[src/rtl/arb_pkg.sv]
// Shared types and constants for the two-input round-robin stream arbiter.
package arb_pkg;

  typedef enum logic [1:0] {
    IDLE   = 2'd0,
    LOCK_A = 2'd1,
    LOCK_B = 2'd2
  } arb_state_t;

  localparam logic SEL_A = 1'b0;
  localparam logic SEL_B = 1'b1;

endpackage

[src/rtl/mux_2x1.sv]
// Single-bit 2:1 select; s = 0 picks a, s = 1 picks b.
module mux_2x1 (
  input  logic a,
  input  logic b,
  input  logic s,
  output logic y
);

  assign y = s ? b : a;

endmodule

[src/rtl/stream_arb_2x1.sv]
// Round-robin 2:1 stream arbiter: grant locks for a whole packet, priority
// alternates after each last beat, and the chosen beat lands in one output register.
//
// Handshake: a beat moves when valid && ready are both high on a rising edge.
// Sources must not make valid depend on ready. Here ready may depend on valid
// (IDLE tie-break) and on y_ready (output slot space); y_data never sees y_ready.
module stream_arb_2x1
  import arb_pkg::*;
#(
  parameter int WIDTH = 8
) (
  input  logic             clk,
  input  logic             rst,
  input  logic [WIDTH-1:0] a_data,
  input  logic             a_valid,
  input  logic             a_last,
  output logic             a_ready,
  input  logic [WIDTH-1:0] b_data,
  input  logic             b_valid,
  input  logic             b_last,
  output logic             b_ready,
  output logic [WIDTH-1:0] y_data,
  output logic             y_valid,
  output logic             y_last,
  input  logic             y_ready,
  output logic             sel,
  output logic             busy
);

  arb_state_t       state;
  arb_state_t       state_next;
  logic             pri;
  logic             pri_next;
  logic             grant_a;
  logic             grant_b;
  logic             space;
  logic             xfer_a;
  logic             xfer_b;
  logic [WIDTH-1:0] mux_data;
  logic             mux_last;

  assign space = !y_valid || y_ready;

  always_comb begin
    grant_a = 1'b0;
    grant_b = 1'b0;
    sel     = pri;
    case (state)
      IDLE: begin
        grant_a = a_valid && (!b_valid || pri == SEL_A);
        grant_b = b_valid && (!a_valid || pri == SEL_B);
        if (grant_a)      sel = SEL_A;
        else if (grant_b) sel = SEL_B;
      end
      LOCK_A: begin
        grant_a = 1'b1;
        sel     = SEL_A;
      end
      LOCK_B: begin
        grant_b = 1'b1;
        sel     = SEL_B;
      end
      default: ;
    endcase
  end

  assign a_ready = grant_a && space;
  assign b_ready = grant_b && space;
  assign xfer_a  = a_valid && a_ready;
  assign xfer_b  = b_valid && b_ready;
  assign busy    = (state != IDLE);

  // sel always points at the transferring source, so the muxes carry its beat.
  for (genvar i = 0; i < WIDTH; i++) begin : g_data_mux
    mux_2x1 u_mux (.a(a_data[i]), .b(b_data[i]), .s(sel), .y(mux_data[i]));
  end
  mux_2x1 u_last_mux (.a(a_last), .b(b_last), .s(sel), .y(mux_last));

  always_comb begin
    state_next = state;
    pri_next   = pri;
    if (xfer_a || xfer_b) begin
      if (mux_last) begin
        state_next = IDLE;
        pri_next   = xfer_b ? SEL_A : SEL_B;
      end else begin
        state_next = xfer_b ? LOCK_B : LOCK_A;
      end
    end
  end

  always_ff @(posedge clk or posedge rst) begin
    if (rst) begin
      state <= IDLE;
      pri   <= SEL_A;
    end else begin
      state <= state_next;
      pri   <= pri_next;
    end
  end

  always_ff @(posedge clk or posedge rst) begin
    if (rst) begin
      y_valid <= 1'b0;
      y_data  <= '0;
      y_last  <= 1'b0;
    end else if (xfer_a || xfer_b) begin
      y_valid <= 1'b1;
      y_data  <= mux_data;
      y_last  <= mux_last;
    end else if (y_ready) begin
      y_valid <= 1'b0;
    end
  end

endmodule
[config.mk]
export PLATFORM = sky130hd
export DESIGN_NAME = stream_arb_2x1
export DESIGN_NICKNAME = d
export VERILOG_FILES = /design/src/rtl/arb_pkg.sv /design/src/rtl/mux_2x1.sv /design/src/rtl/stream_arb_2x1.sv
export SDC_FILE = /design/constraint.sdc
export NUM_CORES = 1
export LEC_CHECK = 0
export BUFFER_PORTS_ARGS = -buffer_cell sky130_fd_sc_hd__buf_4
export CORE_MARGIN = 2
export CORE_UTILIZATION = 35
export DETAILED_ROUTE_END_ITERATION = 10
export MAX_ROUTING_LAYER = met4
export PLACE_DENSITY = 0.61
export SLEW_MARGIN = 20
export SYNTH_ARGS = -nofsm -noshare
export SYNTH_HDL_FRONTEND = slang
export SYNTH_HIERARCHICAL = 1
export SYNTH_SLANG_ARGS = --single-unit
[constraint.sdc]
create_clock -name clk -period 3.5 [get_ports clk]
set_input_delay 0 -clock clk [delete_from_list [all_inputs] [get_ports clk]]
set_output_delay 0 -clock clk [all_outputs]
set_load 0.005 [all_outputs]
Word level (Yosys, flattened, before mapping)
Cells that the tools add are included.
- $add $sub $neg: 0
- multiply operators: 0
- divide/modulo/power cells: 0
- order comparisons: 0
- eq/ne operators: 2
- shifts and indexed selects: 0
- multiplexer cells: 19
- bitwise logic cells: 1
- reduce and logical (&&, ||, !) cells: 17
- operator list (kind ; count):
    $mux W1 ; 14
    $logic_and A1 B1 Y1 ; 6
    $logic_or A1 B1 Y1 ; 4
    $mux W2 ; 2
    $pmux W1 S2 ; 2
    $reduce_bool A2 Y1 ; 2
    $logic_not A1 Y1 ; 3
    $pmux W1 S3 ; 1
    $eq A2 B1 Y1 const B ; 1
    $eq A2 B2 Y1 const B ; 1
    $logic_not A2 Y1 ; 1
    $reduce_and A2 Y1 ; 1
    $not A1 Y1 ; 1
- register bits after elaboration: 13
- bits in latches: 0
- RAM bits: 0
- bits in read-only memories: 0
- input port bits: 23
- output and inout port bits: 14
- memories kept: 0

Longest topological paths before layout
Gate-level depths: netlist of run 1.
- depth in word-level cells: 8
- mapped depth: 7
- gate-level depth less buffers: 7

By module
Netlist of run 1, hierarchy kept.
- by module, submodules not included (module ; instances ; cells an instance ; area an instance (µm²) ; sequential area each (µm²)):
    stream_arb_2x1 ; 1 ; 50 ; 640.6 ; 325.3
    mux_2x1 ; 9 ; 1 ; 15.0 ; 0.0

Worst setup path before layout of run 1
No wires, ideal clock.
- path kind: register to register
- start point: register pri
- end point: register pri
- library setup time: 0.128 ns
- data arrival time: 2.406 ns
- setup slack: 0.966 ns
- cell stages (with the launch flop): 8
- buffers on the path: 0
- clock period less this slack: 2.534 ns
- path through: dfrtp_1 > nor2_1 > o21a_1 > o21ai_0 > mux2_4 > nand2_1 > nor3_1 > a21oi_1
- elaborated cells between the ends (all ways): 18
- classes of those cells: mux (7); bitwise (1); reduce/logical (10)
- RTL lines (element ; RTL line ; text):
    start, declared ; stream_arb_2x1.sv:32 ; logic pri;
    start signal, assigned ; stream_arb_2x1.sv:98 ; pri <= pri_next;
    $logic_or A1 B1 Y1 / $not A1 Y1 (equally long branches) ; stream_arb_2x1.sv:51, stream_arb_2x1.sv:50 ;
    $logic_and A1 B1 Y1 / $logic_or A1 B1 Y1 (equally long branches) ; stream_arb_2x1.sv:51, stream_arb_2x1.sv:50 ;
    $mux W1 / $logic_and A1 B1 Y1 (equally long branches) ; stream_arb_2x1.sv:53, stream_arb_2x1.sv:50 ;
    $mux W1 ; stream_arb_2x1.sv:52 ; if (grant_a) sel = SEL_A;
    $pmux W1 S3 (*) ; stream_arb_2x1.sv:48 ; case (state)
    via sel ; stream_arb_2x1.sv:26 ; output logic sel,
    $mux W1 (*) ; mux_2x1.sv:9 ; assign y = s ? b : a;
    via mux_last ; stream_arb_2x1.sv:40 ; logic mux_last;
    $reduce_and A2 Y1 (no source line) (*) ; n/a ;
The timed path passes the listed nets; every way through them passes the cells marked *.
A chain may end at the register's enable or synchronous reset.

Worst setup path after layout of run 1
- start point: register pri
- end point: register pri
- elaborated cells between the ends (all ways): 18
- classes of those cells: mux (7); bitwise (1); reduce/logical (10)
- RTL lines (element ; RTL line):
    $logic_or A1 B1 Y1 / $not A1 Y1 (equally long branches) ; stream_arb_2x1.sv:51, stream_arb_2x1.sv:50
    $logic_and A1 B1 Y1 / $logic_or A1 B1 Y1 (equally long branches) ; stream_arb_2x1.sv:51, stream_arb_2x1.sv:50
    $mux W1 / $logic_and A1 B1 Y1 (equally long branches) ; stream_arb_2x1.sv:53, stream_arb_2x1.sv:50
    $mux W1 ; stream_arb_2x1.sv:52
    $pmux W1 S3 (*) ; stream_arb_2x1.sv:48
    $mux W1 (*) ; mux_2x1.sv:9
    via mux_last ; stream_arb_2x1.sv:40
    $reduce_and A2 Y1 (no source line) (*) ; n/a
Marked as above.

==> results of run 1 <==
==> power groups by stage <==
| stage | clock network (µW) | logic [µW] | registers, µW |
|---|---|---|---|
| after floorplan | 0 | 369 | 288 |
| after global placement | 0 | 556 | 294 |
| after detailed placement | 0 | 563 | 293 |
| after CTS | 92.6 | 564 | 293 |
| after global routing | 99.0 | 604 | 304 |
| final | 89.0 | 557 | 293 |
==> critical path: cells and delay by family, from the launching register on <==
| family | cells | cell delay (ps) |
|---|---|---|
| flops | 1 | 430 |
| mux | 1 | 300 |
| simple gates | 3 | 360 |
| compound gates | 3 | 780 |
==> Yosys cell counts (all sizes together) <==
cell	number
a21oi	4
a31oi	3
a41oi	1
and2b	1
dfrtp	13
inv	2
mux2	18
nand2	2
nand2b	4
nand3	1
nor2	2
nor2b	1
nor3	3
o21a	1
o21ai	2
or2	1
==> cells in the final DEF, fill, tap and decap left out, drive strengths merged, types with 2 or more instances in the layout <==
cell     n
a21oi    4
a31oi    3
buf     36
clkbuf   4
dfrtp   13
inv      2
mux2    18
nand2    2
nand2b   4
nor2     2
nor3     3
o21ai    2
==> final cells by class <==
cell class	instances	area [µm²]
timing repair buffer	37	280
tap	28	35.0
fill	202	1030
inverter	2	7.51
sequential	13	325
clock buffer	4	26.3
multi-input combinational	44	447
==> metrics by stage <==
step           total power (µW)  setup WS, ps  hold WS, ps  instance area (µm²)
4_1_cts                     950          1500         13.9                 1120
2_1_floorplan               657           966         -123                  776
3_3_place_gp                850          1170         64.2                 1080
3_5_place_dp                856          1510         61.9                 1080
6_report                    938          1510         25.3                 1120
5_1_grt                    1010          1330         31.2                 1120
==> flip-flops by register name (all words and copies together) (netlist names) <==
signal,cells
pri,1
y_valid,1
y_data,8
y_last,1
state,2
==> per-layer routing <==
layer | GRT usage (%) | vias to the layer above | share of wire (%)
met4 | 5.41 | 0 | 0.52
met5 | - | - | 0
met1 | 18.2 | 275 | 47
met2 | 17.7 | 38 | 44
met3 | 1.75 | 2 | 9.0
li1 | - | 297 | -
==> final timing paths <==
path | end | slack [ps] | depth (start not counted)
setup / recovery | pri$_DFFE_PP0P_ | 1510 | 7
hold / removal | y_valid$_DFFE_PP0P_ | 30 | 3
setup reg to reg | pri$_DFFE_PP0P_ | 1510 | 7
hold reg to reg | y_data[4]$_DFFE_PP0P_ | 520 | 1
max in group asynchronous | y_data[6]$_DFFE_PP0P_ | 2860 | 3
min in group asynchronous | y_data[1]$_DFFE_PP0P_ | 320 | 3
==> logic make-up (layout without fill, tap and decap cells) <==
kind of cell           after synthesis  count (layout)  synth area share (%)
muxes                               18              18                  34.8
and+or+nand+nor                     15              15                  12.4
DFF                                 13              13                  41.9
AOI/OAI and AO/OA                   11              11                  9.84
buffers and inverters                2              43                 0.968
==> repair_timing <==
action | 4_1_cts | 5_1_grt
hold endpoints to repair | 13 | 0
hold buffers | 1 | 0
buffers inserted | 0 | 0
==> results.yml, run 1 <==
outcome:
  status: "finished clean"
power_and_ir_drop:
  p_seq_share_pct: 31.2
  power.switching_uw: 305
  combinationalPowerShare_pct: 59.3
  p_leak_uw: 0.000563
  swShare_pct: 32.5
  irDropWorstVdd_uv: 403
  internal_power_uw: 633
  power.share.clock_pct: 9.5
  p_per_area_nw_per_um2: 837
timing:
  setup-tns-final_ps: 0
  period_minus_slack_ps: 1990
  finClkSkew_ps: 1.33
  hold_viol: 0
  setup_viol: 0
  relSlewSlack_pct: 53.0
  rsz0062_at_grt: "false"
  final-max-slew-violation-count: 0
  worstMarginPinSlew_ps: 704
  finalCritPeriodShare_pct: 56.8
  fmax_mhz: 503
die:
  rows: 17
  initial_utilization_pct: 36.1
  core_area_um2: 2150
  ios: 37
  die_w_um: 51.1
  die_area_um2: 2610
  die_h_um: 51.1
logic_synthesis:
  synth-seq-cells: 13
  synth.avg_cell_area_um2: 13.1
  synth_area_um2: 776
  ys_seq_area_share_pct: 41.9
  synth_top_area_share_pct: 41.9
  synth_warnings: 6
  synth.net_count: 82
  synth.distinct_cells: 18
  synth_area_leader_cell: "dfrtp_1"
  netlist_instances: 59
  synthTopCellsByArea: "dfrtp_1 42%, mux2_4 35%, nand2b_4 3.5%"
min_path:
  min_path_type: "primary input to flop"
  min_from: "a_valid"
worst_setup_path:
  timing.rr.start: "pri$_DFFE_PP0P_"
  slowest_stage: "o21ai_2"
  crit_path_end_kind: "flop"
  worst_setup_path_start_kind: "flop"
  slowest_delay_ps: 550
  crit_required_ps: 3650
  worstPathArrival_ps: 2140
  path_max_fanout: 10
  cp_common_cell: "nand2_1"
  crit_type: "flop to flop"
  worstPathCellList: "nand2_1 > o21a_1 > o21ai_2 > mux2_4 > nand2_1 > nor3_1 > a21oi_1"
  startpoint: "pri$_DFFE_PP0P_"
detailed_routing:
  wl_per_cell_um: 12.1
  ant_nets: 0
  vias_per_cell: 4.78
  vias: 612
  drc: 0
  drt_iter0_markers: 26
  first_pass_iters: 4
  drt-total-wl_um: 1550
global_route:
  grtUsageTotal_pct: 12.7
  antenna_found_initial: 0
  grt_pass1_wl_um: 2430
  grt_max_degree: 14
  grt_pass1_vias: 583
  gr-total-overflow: 0
cells_and_area:
  drive_above_1_share_pct: 63.0
  syn_to_final_growth_pct: 44.5
  final_nets: 124
  stdcell_count: 128
  utilization_pct: 52.2
  diodes: 0
run:
  maxCapViolations: 0
clock_network:
  cts_inserted_buffers: 3
  clock_sinks: 13
  cts_tree: "built"
  cts_htree_levels: 1
  clk_root_buffer_cell: "clkbuf_4"
  clock_path_buffers: 2
  clock_latency_ps: 260
  clk_pin_slew_worst_paths_ps: 80
  ctsResizeCount: 0
place:
  port_buffers: 36
  gp_congestion: 0.757
  hpwl_um: 1160
  place_inst: 123
Power figures use the tool's default switching activity.
==> inputs of run 2 (changes only) <==
==> constraint.sdc (replaced) <==
create_clock -name clk -period 1.95 [get_ports clk]
set_input_delay 0 -clock clk [delete_from_list [all_inputs] [get_ports clk]]
set_output_delay 0 -clock clk [all_outputs]
set_load 0.005 [all_outputs]
==> results.yml, run 2 (synthesized netlist as in run 1, its figures left out) <==
outcome:
  status: "finished clean"
timing:
  final-max-slew-violation-count: 0
  period_minus_slack_ps: 1730
  finClkSkew_ps: 2.94
  setup-tns-final_ps: 0
  hold_viol: 0
  relSlewSlack_pct: 67.4
  finalCritPeriodShare_pct: 88.6
  rsz0062_at_grt: "false"
  holdWs_ps: 23.4
  fmax_mhz: 579
  worstMarginPinSlew_ps: 488
  setup_viol: 0
die:
  rows: 17
  ios: 37
  die_w_um: 51.1
  initial_utilization_pct: 36.1
  die_area_um2: 2610
  die_h_um: 51.1
  core_area_um2: 2150
worst_setup_path:
  worst_setup_path_start_kind: "flop"
  crit_required_ps: 2110
  cp_num_buf_inv: 1
  slowest_stage: "dfrtp_1"
  slowest_delay_ps: 430
  crit_type: "flop to flop"
  worstPathArrival_ps: 1890
  cp_common_cell: "mux2_4"
  crit_path_end_kind: "flop"
  worstPathCellList: "nand2_1 > o21a_1 > o21ai_2 > buf_4 > mux2_4 > mux2_4"
  cpLargestDelayFamily: "multiplexers"
  path_max_fanout: 10
cells_and_area:
  final_nets: 126
  syn_to_final_growth_pct: 46.5
  layout_common_cells: "38 x buf_4, 18 x mux2_4, 13 x dfrtp_1"
  fillers: 193
  regArea_um2: 325
  multi_input_area_um2: 447
  drive_above_1_share_pct: 63.7
  largest_reg_flops: 8
  largestRegisters: "y_data: 8 flops, state: 2 flops"
  final_common_cell: "buf_4"
  largest_register: "y_data"
  diodes: 0
detailed_routing:
  wl_per_cell_um: 12.0
  first_pass_iters: 4
  vias: 625
  vias_per_cell: 4.81
  drc: 0
  ant_nets: 0
  drt-total-wl_um: 1560
  drt_iter0_markers: 4
global_route:
  grt_pass1_vias: 621
  gr-total-overflow: 0
  grtUsageTotal_pct: 14.3
  grt_pass1_wl_um: 2680
  antenna_found_initial: 0
  grt_max_degree: 14
power_and_ir_drop:
  p_per_area_nw_per_um2: 1510
  irDropWorstVdd_uv: 792
  p_leak_uw: 0.000572
min_path:
  min_path_type: "primary input to flop"
place:
  hpwl_um: 1180
  gp_congestion: 0.817
  port_buffers: 36
clock_network:
  clock_sinks: 13
  clk_root_buffer_cell: "clkbuf_4"
  clock_latency_ps: 270
  clk_pin_slew_worst_paths_ps: 80
  cts_htree_levels: 1
  clock_path_buffers: 2
  cts_tree: "built"
  postCtsSetupBuffers: 0
  cts_inserted_buffers: 3
run:
  maxCapViolations: 0
[run 2: cell count changes in the layout (fill, tap and decap cells not counted), sizes merged]
cell	delta
buf	+2
[run 2: cell type report]
class / count / share of cell area [%]
Tap cell: 28 / 3.08
Inverter: 2 / 0.661
Sequential cell: 13 / 28.6
Multi-Input combinational cell: 44 / 39.3
Clock buffer: 4 / 2.31
Timing Repair Buffer: 39 / 26.0
[run 2: worst register-to-register path, stage by stage, from the launching register on]
cell     delay (ps)
dfrtp_1         430
nand2_1         120
o21a_1          140
o21ai_2         100
buf_4           230
mux2_4          340
mux2_4          260
[run 2: per-layer routing]
| metal | global-route usage (%) | wire (µm) |
|---|---|---|
| met4 | 6.76 | 15 |
| met2 | 20.8 | 715 |
| met1 | 18.7 | 713 |
| met5 | - | 0 |
| met3 | 3.51 | 118 |
[run 2: report_power, final]
part           internal, µW  switching [µW]
registers               410             104
clock network          79.2            85.4
logic                   675             367
total                  1160             556
[run 2: final timing paths]
kind,end,startpoint,cells after the start,slack [ps]
setup / recovery,y_last$_DFFE_PP0P_,pri$_DFFE_PP0P_,6,220
max in group asynchronous,y_valid$_DFFE_PP0P_,rst,3,1330
hold / removal,y_valid$_DFFE_PP0P_,a_valid,3,20
min in group asynchronous,y_data[0]$_DFFE_PP0P_,rst,3,290
hold reg to reg,y_last$_DFFE_PP0P_,y_last$_DFFE_PP0P_,1,520
setup reg to reg,y_last$_DFFE_PP0P_,pri$_DFFE_PP0P_,6,220
[run 2: timing repair]
item	4_1_cts	5_1_grt
endpoints found under the hold margin	13	0
gates resized for setup	0	0
hold buffers	1	0
setup endpoints to repair	0	0
[run 2: stage by stage]
stage / area (µm²) / utilization (%) / setup WS, ps / total power, µW / std cells
after floorplan: 779 / - / 142 / 1180 / 59
after global placement: 1100 / 51.2 / 304 / 1550 / 125
after detailed placement: 1100 / 51.2 / 259 / 1570 / 125
after CTS: 1140 / 52.9 / 231 / 1740 / 130
after global routing: 1140 / 52.9 / 37.4 / 1840 / 130
final: 1140 / 52.9 / 223 / 1720 / 130
==> inputs of run 3 (changes only) <==
--- a/config.mk
+++ b/config.mk
@@ -10,7 +10,7 @@
 export CORE_UTILIZATION = 35
 export DETAILED_ROUTE_END_ITERATION = 10
 export MAX_ROUTING_LAYER = met4
-export PLACE_DENSITY = 0.61
+export PLACE_DENSITY_LB_ADDON = 0.25
 export SLEW_MARGIN = 20
 export SYNTH_ARGS = -nofsm -noshare
 export SYNTH_HDL_FRONTEND = slang
==> results.yml, run 3 (synthesized netlist as in run 1, its figures left out) <==
cells_and_area:
  largest_register: "y_data"
  multi_input_area_um2: 447
  largest_reg_flops: 8
  layout_common_cells: "38 x buf_4, 18 x mux2_4, 13 x dfrtp_1"
  fillers: 200
  syn_to_final_growth_pct: 46.5
  stdcell_count: 130
  diodes: 0
  regArea_um2: 325
  final_nets: 126
  drive_above_1_share_pct: 63.7
  largestRegisters: "y_data: 8 flops, state: 2 flops"
  final_common_cell: "buf_4"
global_route:
  antenna_found_initial: 0
  grt_max_degree: 14
  grt_pass1_wl_um: 2680
  grt_pass1_vias: 627
  gr-total-overflow: 0
  grtUsageTotal_pct: 13.9
detailed_routing:
  ant_nets: 0
  drt-total-wl_um: 1550
  first_pass_iters: 4
  drt_iter0_markers: 4
  vias: 622
  wl_per_cell_um: 11.9
  vias_per_cell: 4.78
  drc: 0
die:
  die_h_um: 51.1
  rows: 17
  die_w_um: 51.1
  die_area_um2: 2610
  initial_utilization_pct: 36.1
  ios: 37
  core_area_um2: 2150
place:
  hpwl_um: 1280
  gp_congestion: 0.746
  place_inst: 125
  port_buffers: 36
worst_setup_path:
  ff2ff_path_depth: 6
  crit_path_end_kind: "flop"
  worst_setup_path_start_kind: "flop"
  timing.rr.start: "state[0]$_DFFE_PP0P_"
  reg2reg_to: "y_data[5]$_DFFE_PP0P_"
  crit_required_ps: 2100
  path_max_fanout: 8
  r2r_slack_ps: 160
  crit_type: "flop to flop"
  worstPathArrival_ps: 1940
outcome:
  status: "finished clean"
power_and_ir_drop:
  p_per_area_nw_per_um2: 1510
  power.switching_uw: 550
  swShare_pct: 32.0
  internal_power_uw: 1170
  combinationalPowerShare_pct: 59.9
  p_seq_share_pct: 30.9
  p_leak_uw: 0.000572
  irDropWorstVdd_uv: 756
  power.share.clock_pct: 9.2
timing:
  hold_viol: 0
  finClkSkew_ps: 1.27
  setup-tns-final_ps: 0
  period_minus_slack_ps: 1790
  holdWs_ps: 31.4
  worstMarginPinSlew_ps: 498
  setup_viol: 0
  rsz0062_at_grt: "false"
  final-max-slew-violation-count: 0
  fmax_mhz: 559
  relSlewSlack_pct: 66.7
  finalCritPeriodShare_pct: 91.7
clock_network:
  clk_pin_slew_worst_paths_ps: 80
  cts_inserted_buffers: 3
  cts_tree: "built"
  clock_path_buffers: 2
  ctsResizeCount: 0
  clock_sinks: 13
  clk_root_buffer_cell: "clkbuf_4"
  clock_latency_ps: 260
  cts_htree_levels: 1
min_path:
  whs_endpoint: "y_valid$_DFFE_PP0P_"
  min_from: "a_valid"
  min_path_type: "primary input to flop"
  whs_path_depth: 3
run:
  maxCapViolations: 0
[run 3: cell counts in the layout (fill, tap and decap cells not counted)]
Identical to the previous run, type by type.
[run 3: how the worst max path moves through the flow]
stage,start,end,slack (ps),depth (start not counted)
3_5_place_dp,pri$_DFFE_PP0P_,y_data[0]$_DFFE_PP0P_,160,6
2_1_floorplan,pri$_DFFE_PP0P_,y_last$_DFFE_PP0P_,140,5
6_report,state[0]$_DFFE_PP0P_,y_data[5]$_DFFE_PP0P_,160,6
4_1_cts,pri$_DFFE_PP0P_,y_data[5]$_DFFE_PP0P_,140,6
5_1_grt,state[0]$_DFFE_PP0P_,y_data[5]$_DFFE_PP0P_,20,6
3_3_place_gp,pri$_DFFE_PP0P_,y_data[7]$_DFFE_PP0P_,190,6
[run 3: metrics by stage]
step                setup slack [ps]  instance area [µm²]  util (%)  total power, µW
detailed placement               156                 1100      51.2             1570
floorplan                        142                  779         -             1180
global route                    16.9                 1140      52.9             1850
CTS                              142                 1140      52.9             1740
global placement                 190                 1100      51.2             1560
finish                           161                 1140      52.9             1720
[run 3: metal layers]
layer	vias up	part of all wire (%)	GRT usage (%)
met2	30	47	21.4
li1	300	-	-
met4	0	0.32	5.86
met3	2	7.7	2.92
met5	-	0	-
met1	290	45	17.6
[run 3: power by group through the flow]
stage	Sequential, µW	Clock (µW)	Combinational [µW]
finish	531	158	1030
global route	553	188	1110
CTS	531	166	1050
detailed placement	530	0	1040
global placement	528	0	1030
floorplan	519	0	657
[run 3: worst max-delay path, cell delays in order (launching register included)]
cell     delay (ps)
dfrtp_1         480
inv_1            90
o21ai_0         220
o21ai_2         140
buf_4           190
mux2_4          290
mux2_4          250
[run 3: repair_timing]
action                    CTS  global route
hold endpoints to repair   13             0
hold buffers                1             0
buffers inserted            0             0
[run 3: layout make-up]
type | count | area share (%)
Inverter | 2 | 0.661
Sequential cell | 13 | 28.6
Tap cell | 28 | 3.08
Multi-Input combinational cell | 44 | 39.3
Clock buffer | 4 | 2.31
Timing Repair Buffer | 39 | 26.0
